--- src/rtl/rom_port_arbiter_if.sv ---
// Bundle of the two requester handshakes, the ROM bus and the busy flag.
// The arbiter uses the slave view; requesters and the ROM sit on the master view.
interface rom_port_arbiter_if #(
  parameter int IDX_W  = 8,
  parameter int DATA_W = 64
);
  logic              if_req;
  logic [IDX_W-1:0]  if_index;
  logic              if_ack;
  logic [DATA_W-1:0] if_data;
  logic              dm_req;
  logic [IDX_W-1:0]  dm_index;
  logic              dm_ack;
  logic [DATA_W-1:0] dm_data;
  logic [31:0]       rom_address;
  logic [DATA_W-1:0] rom_data;
  logic              busy;

  modport slave (
    input  if_req, if_index, dm_req, dm_index, rom_data,
    output if_ack, if_data, dm_ack, dm_data, rom_address, busy
  );

  modport master (
    output if_req, if_index, dm_req, dm_index, rom_data,
    input  if_ack, if_data, dm_ack, dm_data, rom_address, busy
  );
endinterface

--- src/rtl/rom_port_arbiter.sv ---
// Round-robin arbiter between instruction fetch and data read for the shared ROM.
// Sequences one access at a time: IDLE -> ACCESS (WAIT_CYCLES) -> RESP (ack) -> IDLE.
module rom_port_arbiter #(
  parameter int IDX_W       = 8,   // must be <= 8; the ROM decodes only 8 index bits
  parameter int DATA_W      = 64,
  parameter int WAIT_CYCLES = 1    // 1..15
) (
  input  logic              clock,
  input  logic              reset,
  rom_port_arbiter_if.slave bus
);

  typedef enum logic [1:0] {
    IDLE   = 2'd0,
    ACCESS = 2'd1,
    RESP   = 2'd2
  } state_t;

  typedef enum logic {
    OWN_IF = 1'b0,
    OWN_DM = 1'b1
  } owner_t;

  localparam logic [31:0] PARK_ADDR = 32'h0000_0000;
  localparam logic [3:0]  LAST_CNT  = 4'(WAIT_CYCLES - 1);

  state_t            state, state_n;
  owner_t            owner, last_grant;
  logic [IDX_W-1:0]  idx_q;
  logic [3:0]        cnt;
  logic [DATA_W-1:0] if_data_q, dm_data_q;
  logic              grant_if, grant_dm, capture;
  logic [7:0]        idx8;

  assign idx8 = 8'(idx_q);

  // NOTE: sequential state uses non-blocking assignments so every register
  // samples pre-edge values regardless of process ordering.
  always_ff @(posedge clock) begin
    if (reset) state <= IDLE;
    else       state <= state_n;
  end

  // NOTE: every output of this block is given a default first, so no path
  // through the case can leave a signal unassigned and infer a latch.
  always_comb begin
    state_n         = state;
    grant_if        = 1'b0;
    grant_dm        = 1'b0;
    capture         = 1'b0;
    bus.rom_address = PARK_ADDR;
    case (state)
      IDLE: begin
        // On a tie the side that was not granted last time wins.
        if (bus.if_req && (!bus.dm_req || last_grant == OWN_DM)) begin
          grant_if = 1'b1;
          state_n  = ACCESS;
        end else if (bus.dm_req) begin
          grant_dm = 1'b1;
          state_n  = ACCESS;
        end
      end
      ACCESS: begin
        bus.rom_address = {12'h000, idx8, 12'hFFF};
        if (cnt == LAST_CNT) begin
          capture = 1'b1;
          state_n = RESP;
        end
      end
      RESP:    state_n = IDLE;
      default: state_n = IDLE;
    endcase
  end

  always_ff @(posedge clock) begin
    if (reset) begin
      owner      <= OWN_IF;
      last_grant <= OWN_DM;
      idx_q      <= '0;
      cnt        <= '0;
      if_data_q  <= '0;
      dm_data_q  <= '0;
    end else begin
      if (grant_if || grant_dm) begin
        owner      <= grant_dm ? OWN_DM : OWN_IF;
        last_grant <= grant_dm ? OWN_DM : OWN_IF;
        idx_q      <= grant_dm ? bus.dm_index : bus.if_index;
        cnt        <= '0;
      end else if (state == ACCESS) begin
        cnt <= cnt + 4'd1;
      end
      if (capture) begin
        if (owner == OWN_IF) if_data_q <= bus.rom_data;
        else                 dm_data_q <= bus.rom_data;
      end
    end
  end

  assign bus.if_ack  = (state == RESP) && (owner == OWN_IF);
  assign bus.dm_ack  = (state == RESP) && (owner == OWN_DM);
  assign bus.if_data = if_data_q;
  assign bus.dm_data = dm_data_q;
  assign bus.busy    = (state != IDLE);

endmodule
--- src/flat_wrapper.sv ---
// flat-port wrapper written by rule: the top's interface ports become plain ports
module rom_port_arbiter_flat 
#(
  parameter int IDX_W       = 8,                                                     
  parameter int DATA_W      = 64,
  parameter int WAIT_CYCLES = 1            
)
  (clock, reset, bus_if_req, bus_if_index, bus_dm_req, bus_dm_index, bus_rom_data, bus_if_ack, bus_if_data, bus_dm_ack, bus_dm_data, bus_rom_address, bus_busy);
  rom_port_arbiter_if #(.IDX_W(IDX_W), .DATA_W(DATA_W)) bus_i ();
  input  logic clock;
  input  logic reset;
  input wire logic [$bits(bus_i.if_req)-1:0] bus_if_req;
  input wire logic [$bits(bus_i.if_index)-1:0] bus_if_index;
  input wire logic [$bits(bus_i.dm_req)-1:0] bus_dm_req;
  input wire logic [$bits(bus_i.dm_index)-1:0] bus_dm_index;
  input wire logic [$bits(bus_i.rom_data)-1:0] bus_rom_data;
  output wire logic [$bits(bus_i.if_ack)-1:0] bus_if_ack;
  output wire logic [$bits(bus_i.if_data)-1:0] bus_if_data;
  output wire logic [$bits(bus_i.dm_ack)-1:0] bus_dm_ack;
  output wire logic [$bits(bus_i.dm_data)-1:0] bus_dm_data;
  output wire logic [$bits(bus_i.rom_address)-1:0] bus_rom_address;
  output wire logic [$bits(bus_i.busy)-1:0] bus_busy;
  assign bus_i.if_req = bus_if_req;
  assign bus_i.if_index = bus_if_index;
  assign bus_i.dm_req = bus_dm_req;
  assign bus_i.dm_index = bus_dm_index;
  assign bus_i.rom_data = bus_rom_data;
  assign bus_if_ack = bus_i.if_ack;
  assign bus_if_data = bus_i.if_data;
  assign bus_dm_ack = bus_i.dm_ack;
  assign bus_dm_data = bus_i.dm_data;
  assign bus_rom_address = bus_i.rom_address;
  assign bus_busy = bus_i.busy;
  rom_port_arbiter #(.IDX_W(IDX_W), .DATA_W(DATA_W), .WAIT_CYCLES(WAIT_CYCLES)) u_core (.clock(clock), .reset(reset), .bus(bus_i));
endmodule
--- config.mk ---
export PLATFORM = sky130hd
export DESIGN_NAME = rom_port_arbiter_flat
export DESIGN_NICKNAME = d
export VERILOG_FILES = /design/src/rtl/rom_port_arbiter_if.sv /design/src/rtl/rom_port_arbiter.sv /design/src/flat_wrapper.sv
export SDC_FILE = /design/constraint.sdc
export NUM_CORES = 1
export LEC_CHECK = 0
export ABC_CLOCK_PERIOD_IN_PS = 5800
export CAP_MARGIN = 20
export CORE_MARGIN = 2
export CORE_UTILIZATION = 40
export CTS_BUF_LIST = sky130_fd_sc_hd__clkbuf_8 sky130_fd_sc_hd__clkbuf_16
export CTS_CLUSTER_SIZE = 20
export DETAILED_ROUTE_END_ITERATION = 16
export GPL_TIMING_DRIVEN = 1
export PLACE_DENSITY = 0.74
export RECOVER_POWER = 25
export SYNTH_ARGS = -nofsm -noshare
export SYNTH_HDL_FRONTEND = slang
export SYNTH_SLANG_ARGS = --single-unit
export TNS_END_PERCENT = 30
--- constraint.sdc ---
create_clock -name clock -period 5.8 [get_ports clock]
set_clock_uncertainty 0.2 [all_clocks]
set_input_delay 1.16 -clock clock [delete_from_list [all_inputs] [get_ports clock]]
set_output_delay 1.16 -clock clock [all_outputs]
set_load 0.01 [all_outputs]
==> metrics.yaml <==
cts:
  worstSkewPairLatency_ns: 0.41
  clkTransAtPathRegs_ns: 0.06
  cts_tree: "done"
  clk_path_buf_depth: 2
  cts_resized: 0
  cts.sinks: 144
  cts_setup_buffers: 0
  htreeDepth: 4
  cts-root-buf: "clkbuf_16"
  cts_inserted_buffers: 17
  cts_hold_buf: 0
global_routing:
  use_met3: 0.0479
  grt_use_met2: 0.316
  grt_pass1_wl_mm: 24.8
  grt_max_degree: 109
  busiest_layer: "met2"
  grt_util_met1: 0.228
  antenna_found_initial: 0
  grt_pass1_vias: 4958
  grtUsageTotal: 0.187
  globalRoute.totalOverflow: 0
power:
  comb_power_share: 0.156
  p_leak_nw: 3.71
  clock_power_share: 0.439
  peakVddDrop_uv: 186
  internal_power_mw: 2.04
  seqPwrFrac: 0.405
  cellPowerDensity_nw_per_um2: 289
  swShare: 0.232
  switchingPower_mw: 0.618
sta:
  max_freq_mhz: 272
  tns_ns: 0
  fin_crit_sh: 0.633
  worstMarginPinSlew_ns: 2.43
  setup_slack_ns: 2.13
  finalSetupViolations: 0
  rsz0062_at_grt: "no"
  period_needed_ns: 3.67
  relSlewSlack: -0.618
  hold_violations: 0
  report.final.slew_viol_count: 93
floorplan:
  die-area_um2: 16800
  coreArea_um2: 15300
  die_w_um: 129
  die_h_um: 129
  rows: 45
  ios: 247
  floorplan.initialDensity: 0.411
finish:
  final_nets: 898
  antenna_cells: 0
  drive_above_1_share: 0.0437
  syn2layout_area_growth_pct: 46.1
  fin_util: 0.600
routing:
  drc_errors: 0
  dr.pass1.iters: 4
  ant_nets: 0
  wl_per_cell_um: 15.3
  vias: 4839
  wirelength_mm: 15.8
  first_iter_violations: 201
  via_per_inst: 4.68
run_status:
  outcome: "complete, but fails checks"
  failed_checks: "max-capacitance violations, max-slew violations"
flow_run:
  maxCapViolations: 3
setup_path:
  max_stage_delay_ns: 0.54
  worst-path-max-fanout: 24
  critPathSlowestCell: "clkdlybuf4s50_1"
  path_class: "reg2out"
  critPathArrivalTime_ns: 2.31
  worstSetupStartpointType: "flop"
  critPathCaptureType: "primary output"
  path_cells: "nand2b_1 > inv_1 > and2_1 > clkdlybuf4s50_1"
  ff2ff_path_depth: 6
  required_ns: 4.44
logic_synthesis:
  syn-mean-instance-area_um2: 10.3
  synth_cell_types: 32
  ys_seq_area_frac: 0.458
  synthCells: 613
  ys.warnings.count: 0
  syn_area_um2: 6290
  ys_ff_latch: 144
placement:
  gp_congestion: 0.758
  portBuffers: 234
  dp_hpwl_mm: 11.0
  dp_slack_ns: 2.51
min_path:
  min_path_type: "reg2reg"
  hold_depth: 2
==> state kept, by name, indices dropped and copies added, names as in the netlist <==
signal	cells
u_core.bus.if_data	64
u_core.state	2
u_core.owner	1
u_core.last_grant	1
u_core.bus.dm_data	64
u_core.idx8	8
u_core.cnt	4
==> metrics by stage <==
stage / cells / area (µm²) / power [mW] / hold WS [ns]
6_report: 1035 / 9190 / 2.66 / 0.273
5_1_grt: 1035 / 9190 / 2.77 / 0.294
4_1_cts: 1035 / 9230 / 2.69 / 0.279
3_5_place_dp: 1004 / 8590 / 1.52 / 0.263
3_3_place_gp: 1003 / 8570 / 1.51 / 0.259
2_1_floorplan: 624 / 6340 / 1.32 / 0.251
==> routing by layer <==
layer  vias up  wire, µm
li1       2401         -
met1      2249      6930
met2       170      7540
met3        19      1030
met4         0       290
met5         -         0
==> critical path: cells and delay by family (launching register included) <==
kind	cells	cell delay [ns]
buf+inv	2	1.03
flops	1	0.44
simple gates	2	0.43
==> Yosys cell counts <==
cell | number | area share
a22oi_1 | 1 | 0.0012
dfxtp_1 | 144 | 0.46
buf_4 | 29 | 0.035
o21ai_0 | 9 | 0.0072
a21oi_1 | 8 | 0.0064
xor2_1 | 1 | 0.0014
nor3_2 | 1 | 0.0016
clkbuf_1 | 30 | 0.018
buf_6 | 3 | 0.0054
ha_1 | 2 | 0.0040
a311oi_1 | 8 | 0.011
a211oi_1 | 1 | 0.0012
and3b_1 | 1 | 0.0014
nand2b_1 | 193 | 0.19
inv_1 | 4 | 0.0024
a2bb2oi_1 | 1 | 0.0014
a211o_1 | 1 | 0.0014
nor2_1 | 4 | 0.0024
or3_1 | 2 | 0.0020
or2_2 | 1 | 0.00099
or3b_4 | 1 | 0.0018
and3_1 | 1 | 0.00099
conb_1 | 1 | 0.00060
nand3b_1 | 9 | 0.011
xnor2_1 | 1 | 0.0014
nand3_1 | 2 | 0.0016
mux2i_1 | 129 | 0.21
nor3_1 | 4 | 0.0032
and2_1 | 10 | 0.0099
or3b_2 | 2 | 0.0028
nor3b_1 | 3 | 0.0036
buf_2 | 6 | 0.0048
==> path summary, 6_finish.rpt <==
path / slack, ns / from / to
hold reg to reg: 0.27 / u_core.bus.if_data[2]$_SDFFE_PP0P_ / u_core.bus.if_data[2]$_SDFFE_PP0P_
setup reg to reg: 2.15 / u_core.cnt[0]$_SDFFE_PP0N_ / u_core.bus.if_data[4]$_SDFFE_PP0P_
setup / recovery: 2.13 / u_core.state[0]$_SDFFE_PP0P_ / bus_rom_address[18]
hold / removal: 0.27 / u_core.bus.if_data[2]$_SDFFE_PP0P_ / u_core.bus.if_data[2]$_SDFFE_PP0P_
==> cell families (layout without fill, tap and decap cells) <==
family          after synthesis  in the layout  share of synthesized area
fa+ha+maj                     2              2                    0.00397
mux                         129            129                      0.205
flops                       144            144                      0.458
xor+xnor                      2              2                    0.00278
buf+inv                      72            272                     0.0650
other cells                   1             12                   0.000596
simple gates                234            234                      0.235
compound gates               29             29                     0.0298
==> power by group through the flow <==
stage / clock (mW) / sequential (mW) / combinational, mW
2_1_floorplan: 0 / 1.11 / 0.211
3_3_place_gp: 0 / 1.10 / 0.409
3_5_place_dp: 0 / 1.10 / 0.417
4_1_cts: 1.19 / 1.08 / 0.420
5_1_grt: 1.23 / 1.08 / 0.447
6_report: 1.17 / 1.08 / 0.414
==> cell usage in the layout (no fill, tap or decap), types with 2 or more instances in the layout <==
cell type	instances
conb_1	12
ha_1	2
clkbuf_8	4
nand2b_1	193
nand3_1	2
nor3b_1	3
bufinv_16	4
dfxtp_1	144
a21oi_1	8
a311oi_1	8
nor2_1	4
dlygate4sd3_1	25
buf_4	2
mux2i_1	129
clkbuf_1	2
clkdlybuf4s50_1	208
clkbuf_16	17
or3_1	2
and2_1	10
o21ai_0	9
inv_1	5
nor3_1	5
nand3b_1	9
clkinvlp_4	4
or3b_2	2
==> cell type report <==
| class | instances | area [µm²] |
|---|---|---|
| clock buffers | 21 | 480 |
| clock inverters | 10 | 159 |
| fillers | 1288 | 6120 |
| inverters | 4 | 15.0 |
| multi-input cells | 408 | 3040 |
| flip-flops and latches | 144 | 2880 |
| well taps | 211 | 264 |
| repair buffers | 237 | 2350 |
(Power assumes the default switching activity.)
